===== src/rtl/can_pkg.sv =====
// Shared widths, type aliases and FSM encoding for the CAN transmit scheduler.
package can_pkg;

   localparam int ID_W   = 11;
   localparam int DATA_W = 32;

   typedef logic [ID_W-1:0]   can_id_t;
   typedef logic [DATA_W-1:0] can_data_t;

   localparam logic [1:0] ST_IDLE   = 2'd0;
   localparam logic [1:0] ST_SELECT = 2'd1;
   localparam logic [1:0] ST_LAUNCH = 2'd2;
   localparam logic [1:0] ST_WAIT   = 2'd3;

endpackage


===== src/rtl/can_mb_select.sv =====
// Combinational pick of the pending mailbox with the lowest CAN ID.
module can_mb_select
   import can_pkg::*;
#(
   parameter int NUM_MB = 4
) (
   input  logic [NUM_MB-1:0]          pending,
   input  can_id_t [NUM_MB-1:0]       ids,
   output logic                       valid,
   output logic [$clog2(NUM_MB)-1:0]  index
);

   localparam int IDX_W = $clog2(NUM_MB);

   can_id_t best;

   // Strict less-than keeps the earlier (lower) index when IDs tie.
   always_comb begin
      valid = 1'b0;
      index = '0;
      best  = '1;
      for (int i = 0; i < NUM_MB; i++) begin
         if (pending[i] && (!valid || (ids[i] < best))) begin
            valid = 1'b1;
            index = i[IDX_W-1:0];
            best  = ids[i];
         end
      end
   end

endmodule


===== src/rtl/can_tx_scheduler.sv =====
// Mailbox-based CAN transmit scheduler: lowest-ID arbitration, retry limit, abort.
module can_tx_scheduler
   import can_pkg::*;
#(
   parameter int NUM_MB    = 4,
   parameter int MAX_RETRY = 8
) (
   input  logic                       clk,
   input  logic                       RESET,
   input  logic                       wr_en,
   input  logic [$clog2(NUM_MB)-1:0]  wr_mb,
   input  logic [ID_W-1:0]            wr_id,
   input  logic [DATA_W-1:0]          wr_data,
   input  logic                       abort_en,
   input  logic [$clog2(NUM_MB)-1:0]  abort_mb,
   output logic                       tx_send,
   output logic [ID_W-1:0]            tx_id,
   output logic [DATA_W-1:0]          tx_data,
   input  logic                       tx_done,
   input  logic                       tx_arb_lost,
   input  logic                       tx_error,
   output logic [NUM_MB-1:0]          pending,
   output logic [NUM_MB-1:0]          done_pulse,
   output logic [NUM_MB-1:0]          fail_pulse,
   output logic                       wr_reject,
   output logic                       busy
);

   localparam int         IDX_W   = $clog2(NUM_MB);
   localparam logic [3:0] MAX_CNT = 4'(MAX_RETRY);

   logic [1:0]              state;
   can_id_t   [NUM_MB-1:0]  mb_id;
   can_data_t [NUM_MB-1:0]  mb_data;
   logic [NUM_MB-1:0][3:0]  retry_cnt;
   logic [IDX_W-1:0]        active_mb;
   logic                    abort_flag;

   logic                    sel_valid;
   logic [IDX_W-1:0]        sel_idx;
   logic [IDX_W-1:0]        cur_mb;
   logic                    have_active;
   logic                    wr_hits_active;
   logic                    wr_abort_clash;
   logic                    abort_hits_active;
   logic                    outcome_abort;
   logic [3:0]              next_retry;

   can_mb_select #(.NUM_MB(NUM_MB)) u_select (
      .pending (pending),
      .ids     (mb_id),
      .valid   (sel_valid),
      .index   (sel_idx)
   );

   // In SELECT the mailbox being latched this cycle already counts as active.
   always_comb begin
      cur_mb            = (state == ST_SELECT) ? sel_idx : active_mb;
      have_active       = (state == ST_SELECT) ? sel_valid : (state != ST_IDLE);
      wr_abort_clash    = wr_en && abort_en && (wr_mb == abort_mb);
      wr_hits_active    = wr_en && have_active && (wr_mb == cur_mb);
      abort_hits_active = abort_en && have_active && (abort_mb == cur_mb);
      outcome_abort     = abort_flag || abort_hits_active;
      next_retry        = retry_cnt[active_mb] + 4'd1;
   end

   assign tx_send = (state == ST_LAUNCH);
   assign busy    = (state != ST_IDLE);

   always_ff @(posedge clk or negedge RESET) begin
      if (!RESET) begin
         state      <= ST_IDLE;
         pending    <= '0;
         retry_cnt  <= '0;
         abort_flag <= 1'b0;
         mb_id      <= '0;
         mb_data    <= '0;
         active_mb  <= '0;
         tx_id      <= '0;
         tx_data    <= '0;
         done_pulse <= '0;
         fail_pulse <= '0;
         wr_reject  <= 1'b0;
      end else begin
         done_pulse <= '0;
         fail_pulse <= '0;
         wr_reject  <= wr_hits_active || wr_abort_clash;

         if (wr_en && !wr_hits_active && !wr_abort_clash) begin
            mb_id[wr_mb]     <= wr_id;
            mb_data[wr_mb]   <= wr_data;
            pending[wr_mb]   <= 1'b1;
            retry_cnt[wr_mb] <= 4'd0;
         end

         // An abort of the in-flight frame is deferred until can_tx reports back.
         if (abort_en) begin
            if (abort_hits_active) begin
               abort_flag <= 1'b1;
            end else begin
               pending[abort_mb] <= 1'b0;
            end
         end

         case (state)
            ST_IDLE: begin
               if (|pending) begin
                  state <= ST_SELECT;
               end
            end
            ST_SELECT: begin
               if (sel_valid) begin
                  active_mb <= sel_idx;
                  tx_id     <= mb_id[sel_idx];
                  tx_data   <= mb_data[sel_idx];
                  state     <= ST_LAUNCH;
               end else begin
                  abort_flag <= 1'b0;
                  state      <= ST_IDLE;
               end
            end
            ST_LAUNCH: begin
               state <= ST_WAIT;
            end
            ST_WAIT: begin
               if (tx_done) begin
                  pending[active_mb]    <= 1'b0;
                  retry_cnt[active_mb]  <= 4'd0;
                  done_pulse[active_mb] <= 1'b1;
                  abort_flag            <= 1'b0;
                  state                 <= ST_IDLE;
               end else if (tx_arb_lost || tx_error) begin
                  abort_flag <= 1'b0;
                  state      <= ST_IDLE;
                  if (outcome_abort || (next_retry == MAX_CNT)) begin
                     pending[active_mb]    <= 1'b0;
                     retry_cnt[active_mb]  <= 4'd0;
                     fail_pulse[active_mb] <= 1'b1;
                  end else begin
                     retry_cnt[active_mb] <= next_retry;
                  end
               end
            end
            default: begin
               state <= ST_IDLE;
            end
         endcase
      end
   end

endmodule

===== config.mk =====
export PLATFORM = sky130hd
export DESIGN_NAME = can_tx_scheduler
export DESIGN_NICKNAME = d
export VERILOG_FILES = /design/src/rtl/can_pkg.sv /design/src/rtl/can_mb_select.sv /design/src/rtl/can_tx_scheduler.sv
export SDC_FILE = /design/constraint.sdc
export NUM_CORES = 1
export LEC_CHECK = 0
export ABC_AREA = 1
export CORE_AREA = 10 10 229 231
export DETAILED_ROUTE_END_ITERATION = 10
export DIE_AREA = 0 0 239 241
export DONT_BUFFER_PORTS = 1
export PLACE_DENSITY_LB_ADDON = 0.3
export SYNTH_ARGS = -nofsm -noshare
export SYNTH_HDL_FRONTEND = slang
export SYNTH_SLANG_ARGS = --single-unit

===== constraint.sdc =====
create_clock -name clk -period 7.9 [get_ports clk]
set_input_delay 0.79 -clock clk [delete_from_list [all_inputs] [get_ports clk]]
set_output_delay 0.79 -clock clk [all_outputs]
set_load 0.01 [all_outputs]

==> impl_summary.md <==
Setup path
At the worst endpoint, the required time is 8410 ps. The setup path with the least slack is of type flip-flop to flip-flop. STA classifies the critical path startpoint as a flip-flop. The worst setup path is captured at a flip-flop.

On the worst path, the slowest cell contributes a delay of 500 ps. In this run the worst path has a maximum fanout of 80. The most frequent cell on the critical path is nand2_1. The library cell contributing the largest single delay on the critical path is dfrtp_2. The critical path contains buffers and inverters numbering 4 combined. In this design, the largest share of critical-path delay is due to simple AND/OR/NAND/NOR gates. The arrival time at the worst endpoint is 7460 ps.

Synthesis
Synthesis instantiated 35 different standard cells from the library. The average footprint of a synthesized cell is 8.173 sq um. The post-synthesis sequential element count is 249. When the netlist entered floorplanning its net count stood at 1,532. Yosys printed 0 warnings. Of the synthesized area, sequential elements account for 0.5265.

Synthesis handed over a netlist of 1,448 instances. The mapped netlist covers 11,830 sq um.

Route
The detailed router finished its first iteration with 698 violations. The detailed router placed 9,536 vias in this run. In the routed layout, each cell is associated on average with a via count of 4.645.

The detailed-routing iteration count for the pre-antenna-repair pass is 5. In the final routed layout, each cell accounts on average for 17.86 microns. The residual DRC count is 0.

The number of antenna-violating nets in the routed design is 0. The routed design has 36,670 microns of wire.

Job
The number of violations of the max-capacitance limit is 0.

STA
In the final timing run, aggregate negative setup slack is 0 ps. Setup repair after global routing left no endpoint under its margin. Timing would allow up to 143.8 MHz. The final max-slew violation count is 0. The final-report hold violation count is 0. In the finished design, the share of the clock period the worst path needs comes to 0.8803. For the pin with the worst max-slew slack, the measured transition is 1202 ps.

The clock period minus worst slack is 6954 ps. Setup violations remaining at the end of the flow were counted as 0. For the final database, setup skew stands at 23.72 ps. The tightest slew margin relative to the limit is 0.1969.

Finish
The synthesis-to-finish area growth is 13.71%. The area of all placed cells without fillers is 13,460 sq um. The share of cells above drive strength 1 is 0.05841. The repair_antennas step left the layout with diodes totalling 0. The number of nets in the finished design is 1,501. The filler cells instantiated in the layout total 5,098.

The share of the core filled with cells is 0.2830.

Clock tree
The count of clock tree sinks is 249. TritonCTS built the clock tree. Clock latency on the worst-skew pair, taken at its later pin, is 580 ps. Clock-pin slew was measured on the worst setup and hold paths at 60 ps. The number of buffers created by CTS is 29. In this run the clock root is driven by a clkbuf_16. The clock passes through at most 3 buffers. After clock tree synthesis, the setup repair step added 0 buffers.

CTS built an H-tree with a depth of 1.

Pwr
Of the total power, the share spent switching nets is 0.4452. For this design the static power due to leakage is 6.592 nW. The share of total power dissipated in sequential elements is 0.351. The peak ir drop on the vdd network is 0.2175 mV. The combinational group share of total power is 0.424. The power density normalized to cell area is 458.9 nW/um^2. In this run the power spent charging and discharging nets is 0.002749 W. The share of total power dissipated in the clock network is 0.225. The internal portion of the total power is 0.003427 W.

Floorplan
The floorplan step defined a die boundary enclosing 57,600 sq um. The core box area is 47,550 sq um. 112 I/O pins were placed. From bottom edge to top edge, the die measures 241 microns. The floorplan row count is 80.

The initial utilization of the core area, before any placement, comes to 0.2489. The width of the die is 239 microns.

Placed design
The HPWL after detailed placement is 23,850 microns. At the end of routability-driven placement, the weighted congestion stood at 0.8681. The placed instances occupy a cell area of 12,380 sq um. Port buffering added 0 buffers.

Global routing
The first global-routing pass estimated 57,810 microns of wire. The leftover overflow at the end of global routing is 0. In the global route stage, overall resource usage came out at 0.1272. The via count of the first global-routing pass came to 9,358. The pin count of the biggest net entering global routing is 250. The initial antenna violation count was 2.

Worst hold path
The worst hold path belongs to the class input pin to async pin.

Outcome
The run finished with clean final reports.
metrics by stage:
stage | power, W | setup WS (ps) | hold slack, ps | instances
after floorplan | 0.003940 | 2319 | 453.6 | 1448
after global placement | 0.004772 | 626.5 | 466.2 | 1999
after detailed placement | 0.004790 | 400.4 | 472.7 | 1999
after CTS | 0.006247 | 359.5 | 383.4 | 2052
after global routing | 0.006739 | 115.7 | 113.8 | 2053
final | 0.006176 | 945.6 | 117.8 | 2053
layout by cell type (no fill, tap or decap), drive strengths merged:
cell type  count
o21ai        279
a21oi         36
clkinvlp       1
ha            30
a2111oi        2
clkbuf        42
and2           1
bufinv         2
o22ai         34
nand3         32
nand4         16
a31oi          4
o211ai         1
xor2           2
a22oi          5
o221ai         2
inv          114
nand2        408
nor3           5
a22o           1
dfrtp        249
o22a           6
o2111ai        1
nor2         145
a221oi         1
buf           13
clkinv         6
worst paths after layout:
path | start | endpoint | slack [ps] | cells past startpoint
min | RESET | mb_data[96] | 120 | 1
max in group asynchronous | RESET | mb_data[84] | 6550 | 2
min in group clk | wr_data[5] | mb_data[69] | 420 | 2
max | pending[0] | mb_data[109] | 950 | 38
min reg2reg | mb_data[1] | mb_data[1] | 480 | 2
max reg2reg | pending[0] | mb_data[109] | 950 | 38
worst reg2reg max path, delay by kind of cell, from the launching register on:
family | cells | cell delay (ps)
AOI/OAI and AO/OA | 8 | 1650
adders and majority gates | 3 | 910
buffers and inverters | 4 | 710
DFF | 1 | 500
and+or+nand+nor | 23 | 3100
timing repair:
item,in CTS,in global routing
hold buffers,1,0
resized for setup,0,10
hold endpoints to repair,249,0
setup endpoints to repair,0,229
synthesized netlist by cell type, drive strengths merged:
master / instances / share of area
a31oi: 4 / 0.0021
nand2: 408 / 0.13
o211ai: 1 / 0.00063
ha: 30 / 0.032
o2111ai: 1 / 0.00074
a221oi: 1 / 0.00074
a2111oi: 2 / 0.0015
o22a: 6 / 0.0044
inv: 111 / 0.035
o22ai: 34 / 0.018
buf: 47 / 0.020
a21oi: 36 / 0.016
a22o: 1 / 0.00074
nor3: 5 / 0.0021
and2: 1 / 0.00053
nand4: 16 / 0.014
dfrtp: 249 / 0.53
nor2: 145 / 0.046
nand3: 32 / 0.015
clkbuf: 28 / 0.0089
clkinv: 2 / 0.00063
o21ai: 279 / 0.12
xor2: 2 / 0.0015
o221ai: 2 / 0.0015
a22oi: 5 / 0.0032
power groups by stage:
stage	combinational (W)	sequential [W]	clock (W)
final	0.00262	0.00217	0.00139
after global placement	0.00258	0.00220	0
after global routing	0.00302	0.00223	0.00149
after detailed placement	0.00260	0.00219	0
after floorplan	0.00191	0.00203	0
after CTS	0.00263	0.00218	0.00143
layout make-up:
class / instances / area, sq um / share of cell area
repair buffers: 13 / 177.7 / 0.01320
flip-flops and latches: 249 / 6232 / 0.4631
clock inverters: 10 / 118.9 / 0.008833
clock buffers: 42 / 874.6 / 0.06499
inverters: 113 / 430.4 / 0.03199
well taps: 615 / 769.5 / 0.05718
multi-input cells: 1011 / 4853 / 0.3607
per-layer routing:
layer  wire [microns]  share of wire  up-vias  track usage
met5               27        0.00074        -            0
met4              588          0.016        4      0.02450
met3             1979          0.054       45      0.02931
met2            17060           0.47      191       0.2066
met1            17020           0.46     4570       0.1703
li1                 -              -     4726            -
logic make-up (layout without fill, tap and decap cells):
kind of cell | after synthesis | after routing | share of synthesized area
and+or+nand+nor | 607 | 607 | 0.2081
xor gates and xnor gates | 2 | 2 | 0.001480
adders and majority gates | 30 | 30 | 0.03172
AOI/OAI and AO/OA | 372 | 372 | 0.1671
DFF | 249 | 249 | 0.5265
buffers and inverters | 188 | 178 | 0.06513
state kept, by name (all words and copies together), names as in the netlist, 2 cells and up, named ones only:
name and cells:
pending 4, fail_pulse 4, done_pulse 4, retry_cnt 16
mb_id 44, tx_data 32, active_mb 2, mb_data 128
tx_id 11
Note: power is estimated with default switching activity, not from simulation.
